### src/rtl/pipe_flush_ctrl.sv
// Per-stage stall/clear generator for an in-order pipeline: jump, trap, load-use, multi-cycle EX, memory freeze.
// Latency: zero-cycle combinational response; backpressure: mem_wait freezes every stage and defers redirects.
module pipe_flush_ctrl #(
  parameter int STAGES     = 5,
  parameter int JUMP_STAGE = 2,
  parameter int TRAP_STAGE = 3,
  parameter int MC_WIDTH   = 6
) (
  input  logic                clk,
  input  logic                rst,
  input  logic                jump_en,
  input  logic                trap_en,
  input  logic                load_use,
  input  logic                mc_start,
  input  logic [MC_WIDTH-1:0] mc_cycles,
  input  logic                mem_wait,
  output logic [STAGES-1:0]   stall,
  output logic [STAGES-1:0]   clear,
  output logic                pc_hold,
  output logic [1:0]          redirect_sel,
  output logic                busy
);

  typedef enum logic {
    IDLE    = 1'b0,
    MC_BUSY = 1'b1
  } state_t;

  typedef struct packed {
    state_t              state;
    logic [MC_WIDTH-1:0] cnt;
    logic                pend_jump;
    logic                pend_trap;
  } ctrl_t;

  localparam logic [1:0] REDIR_SEQ  = 2'b00;
  localparam logic [1:0] REDIR_JUMP = 2'b01;
  localparam logic [1:0] REDIR_TRAP = 2'b10;

  function automatic logic [STAGES-1:0] span(input int lo, input int hi);
    logic [STAGES-1:0] m;
    m = '0;
    for (int i = 0; i < STAGES; i++) begin
      if (i >= lo && i <= hi) m[i] = 1'b1;
    end
    return m;
  endfunction

  localparam logic [STAGES-1:0] ALL_STALL = {STAGES{1'b1}};
  localparam logic [STAGES-1:0] TRAP_CLR  = span(1, TRAP_STAGE + 1);
  localparam logic [STAGES-1:0] JUMP_CLR  = span(1, JUMP_STAGE);
  localparam logic [STAGES-1:0] MC_STALL  = span(0, JUMP_STAGE);
  localparam logic [STAGES-1:0] MC_CLR    = span(JUMP_STAGE + 1, JUMP_STAGE + 1);
  localparam logic [STAGES-1:0] LU_STALL  = span(0, JUMP_STAGE - 1);
  localparam logic [STAGES-1:0] LU_CLR    = span(JUMP_STAGE, JUMP_STAGE);

  localparam ctrl_t CTRL_RESET = '{state: IDLE, cnt: '0, pend_jump: 1'b0, pend_trap: 1'b0};

  ctrl_t               ctrl_q;
  ctrl_t               ctrl_d;
  logic [MC_WIDTH-1:0] mc_len;
  logic                trap_hit;
  logic                jump_hit;

  // A zero-length op still occupies EX for one cycle.
  assign mc_len   = (mc_cycles == '0) ? MC_WIDTH'(1) : mc_cycles;
  assign trap_hit = trap_en | ctrl_q.pend_trap;
  assign jump_hit = jump_en | ctrl_q.pend_jump;

  always_comb begin
    stall        = '0;
    clear        = '0;
    redirect_sel = REDIR_SEQ;
    ctrl_d       = ctrl_q;

    if (rst) begin
      ctrl_d = CTRL_RESET;
    end else if (mem_wait) begin
      // Frozen cycle: only capture redirects so they land once memory is ready.
      stall = ALL_STALL;
      if (trap_hit) begin
        ctrl_d.pend_trap = 1'b1;
        ctrl_d.pend_jump = 1'b0;
      end else if (jump_en && ctrl_q.state == IDLE) begin
        ctrl_d.pend_jump = 1'b1;
      end
    end else if (trap_hit) begin
      clear        = TRAP_CLR;
      redirect_sel = REDIR_TRAP;
      ctrl_d       = CTRL_RESET;
    end else if (jump_hit && ctrl_q.state == IDLE) begin
      clear            = JUMP_CLR;
      redirect_sel     = REDIR_JUMP;
      ctrl_d.pend_jump = 1'b0;
    end else if (ctrl_q.state == MC_BUSY) begin
      stall      = MC_STALL;
      clear      = MC_CLR;
      ctrl_d.cnt = ctrl_q.cnt - MC_WIDTH'(1);
      if (ctrl_q.cnt == MC_WIDTH'(1)) ctrl_d.state = IDLE;
    end else if (mc_start) begin
      // The start cycle is the first stalled cycle, so the counter covers N-2 more.
      if (mc_len >= MC_WIDTH'(2)) begin
        stall = MC_STALL;
        clear = MC_CLR;
      end
      if (mc_len >= MC_WIDTH'(3)) begin
        ctrl_d.state = MC_BUSY;
        ctrl_d.cnt   = mc_len - MC_WIDTH'(2);
      end
    end else if (load_use) begin
      stall = LU_STALL;
      clear = LU_CLR;
    end
  end

  assign pc_hold = stall[0];
  assign busy    = !rst && (ctrl_q.state == MC_BUSY || ctrl_q.pend_jump || ctrl_q.pend_trap);

  always_ff @(posedge clk) begin
    if (rst) begin
      ctrl_q <= CTRL_RESET;
    end else begin
      ctrl_q <= ctrl_d;
    end
  end

endmodule

### config.mk
export PLATFORM = sky130hd
export DESIGN_NAME = pipe_flush_ctrl
export DESIGN_NICKNAME = d
export VERILOG_FILES = /design/src/rtl/pipe_flush_ctrl.sv
export SDC_FILE = /design/constraint.sdc
export NUM_CORES = 1
export LEC_CHECK = 0
export ABC_AREA = 1
export CAP_MARGIN = 20
export CORE_MARGIN = 8
export CORE_UTILIZATION = 43
export CTS_BUF_LIST = sky130_fd_sc_hd__clkbuf_8
export CTS_CLUSTER_DIAMETER = 40
export DETAILED_ROUTE_END_ITERATION = 6
export HOLD_SLACK_MARGIN = 0.03
export PLACE_DENSITY = 0.84
export SETUP_SLACK_MARGIN = 0.02
export SYNTH_ARGS = -nofsm -noshare
export SYNTH_HDL_FRONTEND = slang
export SYNTH_SLANG_ARGS = --single-unit
### constraint.sdc
create_clock -name clk -period 1.3 [get_ports clk]
set_clock_uncertainty 0.1 [all_clocks]
set_input_delay 0.195 -clock clk [delete_from_list [all_inputs] [get_ports clk]]
set_output_delay 0.195 -clock clk [all_outputs]
set_load 0.1 [all_outputs]
==> qor.yml, run 1 <==
placement:
  placed_area_mm2: 0.001500
  detailedPlace.worstSlack_ps: -727.1
  port-buffer-count: 25
  gp_congestion: 0.8102
  place.detailed.hpwl_mm: 2.699
synthesis:
  yosysUniqueCellTypes: 28
  synthCells: 137
  synth_top_area_share_pct: 20.72
  yosysTopAreaCell: "sky130_fd_sc_hd__dfxtp_1"
  synth_top_cells_by_count: "sky130_fd_sc_hd__nand2_1, sky130_fd_sc_hd__nor2_1, sky130_fd_sc_hd__nand3_1"
  yosys_reg_bits: 9
  synth.cell_area_um2: 869.6
  synth_edf_count: 0
  yosysSeqAreaShare_pct: 20.72
  ys.warnings.count: 0
  synth_fp_nets: 153
  postSynthAreaPerCell_um2: 6.347
  synth_most_common_cell: "sky130_fd_sc_hd__nand2_1"
  largest_cells_by_area_after_synthesis: "sky130_fd_sc_hd__dfxtp_1, sky130_fd_sc_hd__nand2_1, sky130_fd_sc_hd__nor2_1, sky130_fd_sc_hd__nand3_1, sky130_fd_sc_hd__inv_1"
  synth_top_flop_cell: "sky130_fd_sc_hd__dfxtp_1"
  async_reset_ff_share_pct: 0
die:
  chipWidth_um: 60.97
  vert_die_dim_um: 60.97
  start_util_pct: 44.78
  floorplan.io_pins: 27
  fp-row-count: 16
sta:
  worst_path_end_type: "output port"
  timing.grt.repair.worst_endpoint: "stall[1]"
clock_tree:
  clock_tree.root_cell: "sky130_fd_sc_hd__clkbuf_8"
  htree_levels: 1
  clockBufferDepth: 2
  cts_hold_repair.buffers: 0
  cts.sinks: 9
  cts-buffers-inserted: 3
outcome:
  error_line: "[ERROR DPL-0038] Utilization greater than 100%, impossible to legalize"
  run_status: "stopped before the end"
  failing_step: "global routing (5_1_grt)"
global_routing:
  largest_net_degree_at_the_start_of_global_routing: 10
-- through the flow --
stage	std cells	util, %
4_1_cts	232	91.49
3_5_place_dp	210	77.26
3_3_place_gp	210	77.26
2_1_floorplan	137	-
-- timing repair --
action                     CTS
resized for setup           57
setup endpoints to repair   20
hold endpoints to repair     0
buffers inserted            20
pin swaps                   16
-- cell families after synthesis --
kind of cell    synth area share, %
other cells                  0.4312
flops                         20.72
simple gates                  45.18
compound gates                13.96
fa+ha+maj                     4.317
buf+inv                       15.39
==> inputs of run 2 (changes only) <==
Settings changed: CORE_AREA set to 8 8 69 71, CORE_MARGIN 8 to unset, CORE_UTILIZATION 43 to unset, CTS_BUF_LIST sky130_fd_sc_hd__clkbuf_8 to unset, CTS_CLUSTER_DIAMETER 40 to unset, DIE_AREA set to 0 0 77 79, HOLD_SLACK_MARGIN 0.03 to unset, PLACE_DENSITY 0.84 to unset, PLACE_DENSITY_LB_ADDON set to 0.15, SETUP_SLACK_MARGIN 0.02 to unset.
Clock period 1.3 ns to 1.7 ns, I/O delays scaled along.
==> qor.yml, run 2 <==
sta:
  final.min_clock_period_ps: 1784
  hold_viol: 0
  slew_violations: 0
  rsz0062_at_grt: "true"
  layout_worst_path_cycle_share_pct: 105.0
  max_freq_mhz: 560.4
  worst_slack_ps: -84.35
  finalSetupViolations: 7
setup_path:
  cp_slowest_stage_delay_ps: 370
  critical_path_required_ps: 1340
  cp-endpoint: "pc_hold"
  master_of_the_slowest_instance_on_the_critical_path: "sky130_fd_sc_hd__dfxtp_4"
  worstSetupEndpointType: "output port"
  r2r_end: "ctrl_q[7]$_SDFFE_PP0P_"
  r2r-start: "ctrl_q[8]$_SDFFE_PP0P_"
  cp_cell_sequence: "inv_8 -> nand2_4 -> nand2_4 -> nor2_4 -> nand2_4 -> o21ai_4 -> or2_4 -> buf_12"
  crit_path_frequent_cell: "sky130_fd_sc_hd__nand2_4"
  flop_to_flop_setup_slack_ps: 180
  critical_path.startpoint_type: "flop"
  ff2ff_path_depth: 10
  cp_max_fo: 6
  critical_path_type: "flop to output port"
  worst-endpoint-arrival_ps: 1430
  worst_setup_path_startpoint: "ctrl_q[8]$_SDFFE_PP0P_"
placement:
  place.detailed.hpwl_mm: 2.233  # was 2.699 mm
  post-place-cells: 230  # was 210
  gp_congestion: 0.7930  # was 0.8102
  port-buffer-count: 25  # unchanged
clock_tree:
  clock_insertion_delay_worst_skew_ps: 220
  cts-buffers-inserted: 3  # unchanged
  clockBufferDepth: 2  # unchanged
  cts.reportedPaths.clkPinSlew_ps: 40
  tritoncts_clock_tree: "built"
  htree_levels: 1  # unchanged
  cts.sinks: 9  # unchanged
  clock_tree.root_cell: "sky130_fd_sc_hd__clkbuf_8"  # unchanged
routing:
  wirelength_per_cell_um: 11.31
  vias_per_cell: 4.332
  drc_errors: 0
  detail-route-antenna-nets: 0
  drt_first_pass_iters: 4
  drtIter0Drc: 15
  route.vias.total: 1057
  totalWireLength_mm: 2.760
global_routing:
  gr-usage-all-layers_pct: 9.119
  grt_antenna_before_repair: 0
  first_global_vias: 1063
  grt_pass1_wl_mm: 4.692
  largest_net_degree_at_the_start_of_global_routing: 10
  grt_overflow: 0
synthesis:
  yosysUniqueCellTypes: 28  # unchanged
  yosys_reg_bits: 9  # unchanged
  synth_top_flop_cell: "sky130_fd_sc_hd__dfxtp_1"  # unchanged
  yosysSeqAreaShare_pct: 20.72  # unchanged
  ys.warnings.count: 0  # unchanged
  synth.cell_area_um2: 869.6  # unchanged
  largest_cells_by_area_after_synthesis: "sky130_fd_sc_hd__dfxtp_1, sky130_fd_sc_hd__nand2_1, sky130_fd_sc_hd__nor2_1, sky130_fd_sc_hd__nand3_1, sky130_fd_sc_hd__inv_1"  # unchanged
  synth_most_common_cell: "sky130_fd_sc_hd__nand2_1"  # unchanged
  synth_fp_nets: 153  # unchanged
  synthCells: 137  # unchanged
  synth_top_area_share_pct: 20.72  # unchanged
  synth_top_cells_by_count: "sky130_fd_sc_hd__nand2_1, sky130_fd_sc_hd__nor2_1, sky130_fd_sc_hd__nand3_1"  # unchanged
  synth_edf_count: 0  # unchanged
  postSynthAreaPerCell_um2: 6.347  # unchanged
  yosysTopAreaCell: "sky130_fd_sc_hd__dfxtp_1"  # unchanged
  async_reset_ff_share_pct: 0  # unchanged
finish:
  finalNetCount: 211
  cell_count_final_fillers_out: 244
  antennaDiodeCount: 0
  mostFrequentLayoutCells: "sky130_fd_sc_hd__buf_4, sky130_fd_sc_hd__nand2_1, sky130_fd_sc_hd__nor2_1, sky130_fd_sc_hd__nand3_1, sky130_fd_sc_hd__buf_12"
  fillers: 410
  top_register: "ctrl_q"
  layout-drive-gt1-share_pct: 48.45
  area.growth.synth_to_final_pct: 88.78
  biggestRegsByFlops: "ctrl_q: 9 flops"
  layout_commonest_cell: "sky130_fd_sc_hd__buf_4"
  number_of_flip_flops_in_the_largest_register: 9
die:
  fp-row-count: 23  # was 16
  design.core.area_mm2: 0.003799
  floorplan.io_pins: 27  # unchanged
  start_util_pct: 22.89  # was 44.78%
  chipWidth_um: 77  # was 60.97 um
  die_area_mm2: 0.006083
  vert_die_dim_um: 79  # was 60.97 um
hold_path:
  hold_path_startpoint: "mc_cycles[5]"
  hp-class: "primary input to flop"
power:
  p_total_uw: 944.4
  cellLeakagePower_nw: 0.7473
  pwr_density_cell_mw_per_mm2: 575.3
  vdd_drop_max_mv: 0.2232
outcome:
  failed_checks: "setup timing"
  run_status: "finished with violations"  # was stopped before the end
flow_run:
  max_cap_viol_count: 0
==> run 2: cell counts after synthesis <==
Identical to the previous run, type by type.
==> run 2: layout make-up <==
type / instances / area (um^2) / area share (%)
timing repair buffer: 61 / 626.9 / 38.19
sequential: 9 / 185.2 / 11.28
inverter: 18 / 77.57 / 4.726
clock buffer: 4 / 45.04 / 2.744
multi-input combinational: 102 / 644.4 / 39.25
tap: 50 / 62.56 / 3.811
==> run 2: timing repair <==
item,in CTS,in global routing
endpoints found under the setup margin,10,9
buffers inserted,8,2
resized for setup,24,11
pin swaps,6,6
hold buffers,0,0
==> run 2: how the worst min path moves through the flow <==
stage / end / depth (start not counted)
floorplan: ctrl_q[0]$_SDFFE_PP0N_ / 2
global placement: ctrl_q[6]$_SDFFE_PP0P_ / 2
detailed placement: ctrl_q[3]$_SDFFE_PP0P_ / 2
CTS: ctrl_q[3]$_SDFFE_PP0P_ / 2
global route: ctrl_q[7]$_SDFFE_PP0P_ / 5
finish: ctrl_q[7]$_SDFFE_PP0P_ / 5
==> run 2: kinds of logic after synthesis <==
| group | count (synthesis) | share of synthesized area (%) |
|---|---|---|
| buffers and inverters | 26 | 15.39 |
| adder cells (fa/ha/maj) | 3 | 4.317 |
| AND/OR/NAND/NOR | 76 | 45.18 |
| AO/OA/AOI/OAI | 22 | 13.96 |
| flip-flops | 9 | 20.72 |
| other | 1 | 0.4312 |
==> run 2: critical path, delay by kind of cell, from the launching register on <==
family / cells / cell delay (ps)
flip-flops: 1 / 370
buffers and inverters: 2 / 230
AO/OA/AOI/OAI: 1 / 120
AND/OR/NAND/NOR: 5 / 480
==> run 2: metal layers <==
metal	up-vias	GRT usage [%]	part of all wire [%]
li1	555	-	-
met1	482	10.20	45
met2	18	16.23	49
met3	2	2.144	4.6
met4	0	3.962	1.0
met5	-	0	0
==> run 2: per-stage QoR <==
stage / area, um^2 / setup slack [ps] / util [%] / setup TNS (ps) / hold slack (ps)
floorplan: 959.7 / -695.3 / - / -4025 / 311.5
global placement: 1505 / -353.7 / 39.62 / -2875 / 387.6
detailed placement: 1505 / -393.1 / 39.62 / -3034 / 395.0
CTS: 1625 / -88.81 / 42.79 / -331.6 / 401.6
global route: 1642 / -152.7 / 43.21 / -860.8 / 381.6
finish: 1642 / -84.35 / 43.21 / -423.8 / 361.5
==> run 2: where the power goes <==
group / switching (mW) / internal, mW
Sequential: 0.00815 / 0.218
Combinational: 0.292 / 0.190
Clock: 0.0737 / 0.162
Total: 0.374 / 0.571
Note: power is estimated with default switching activity, not from simulation.
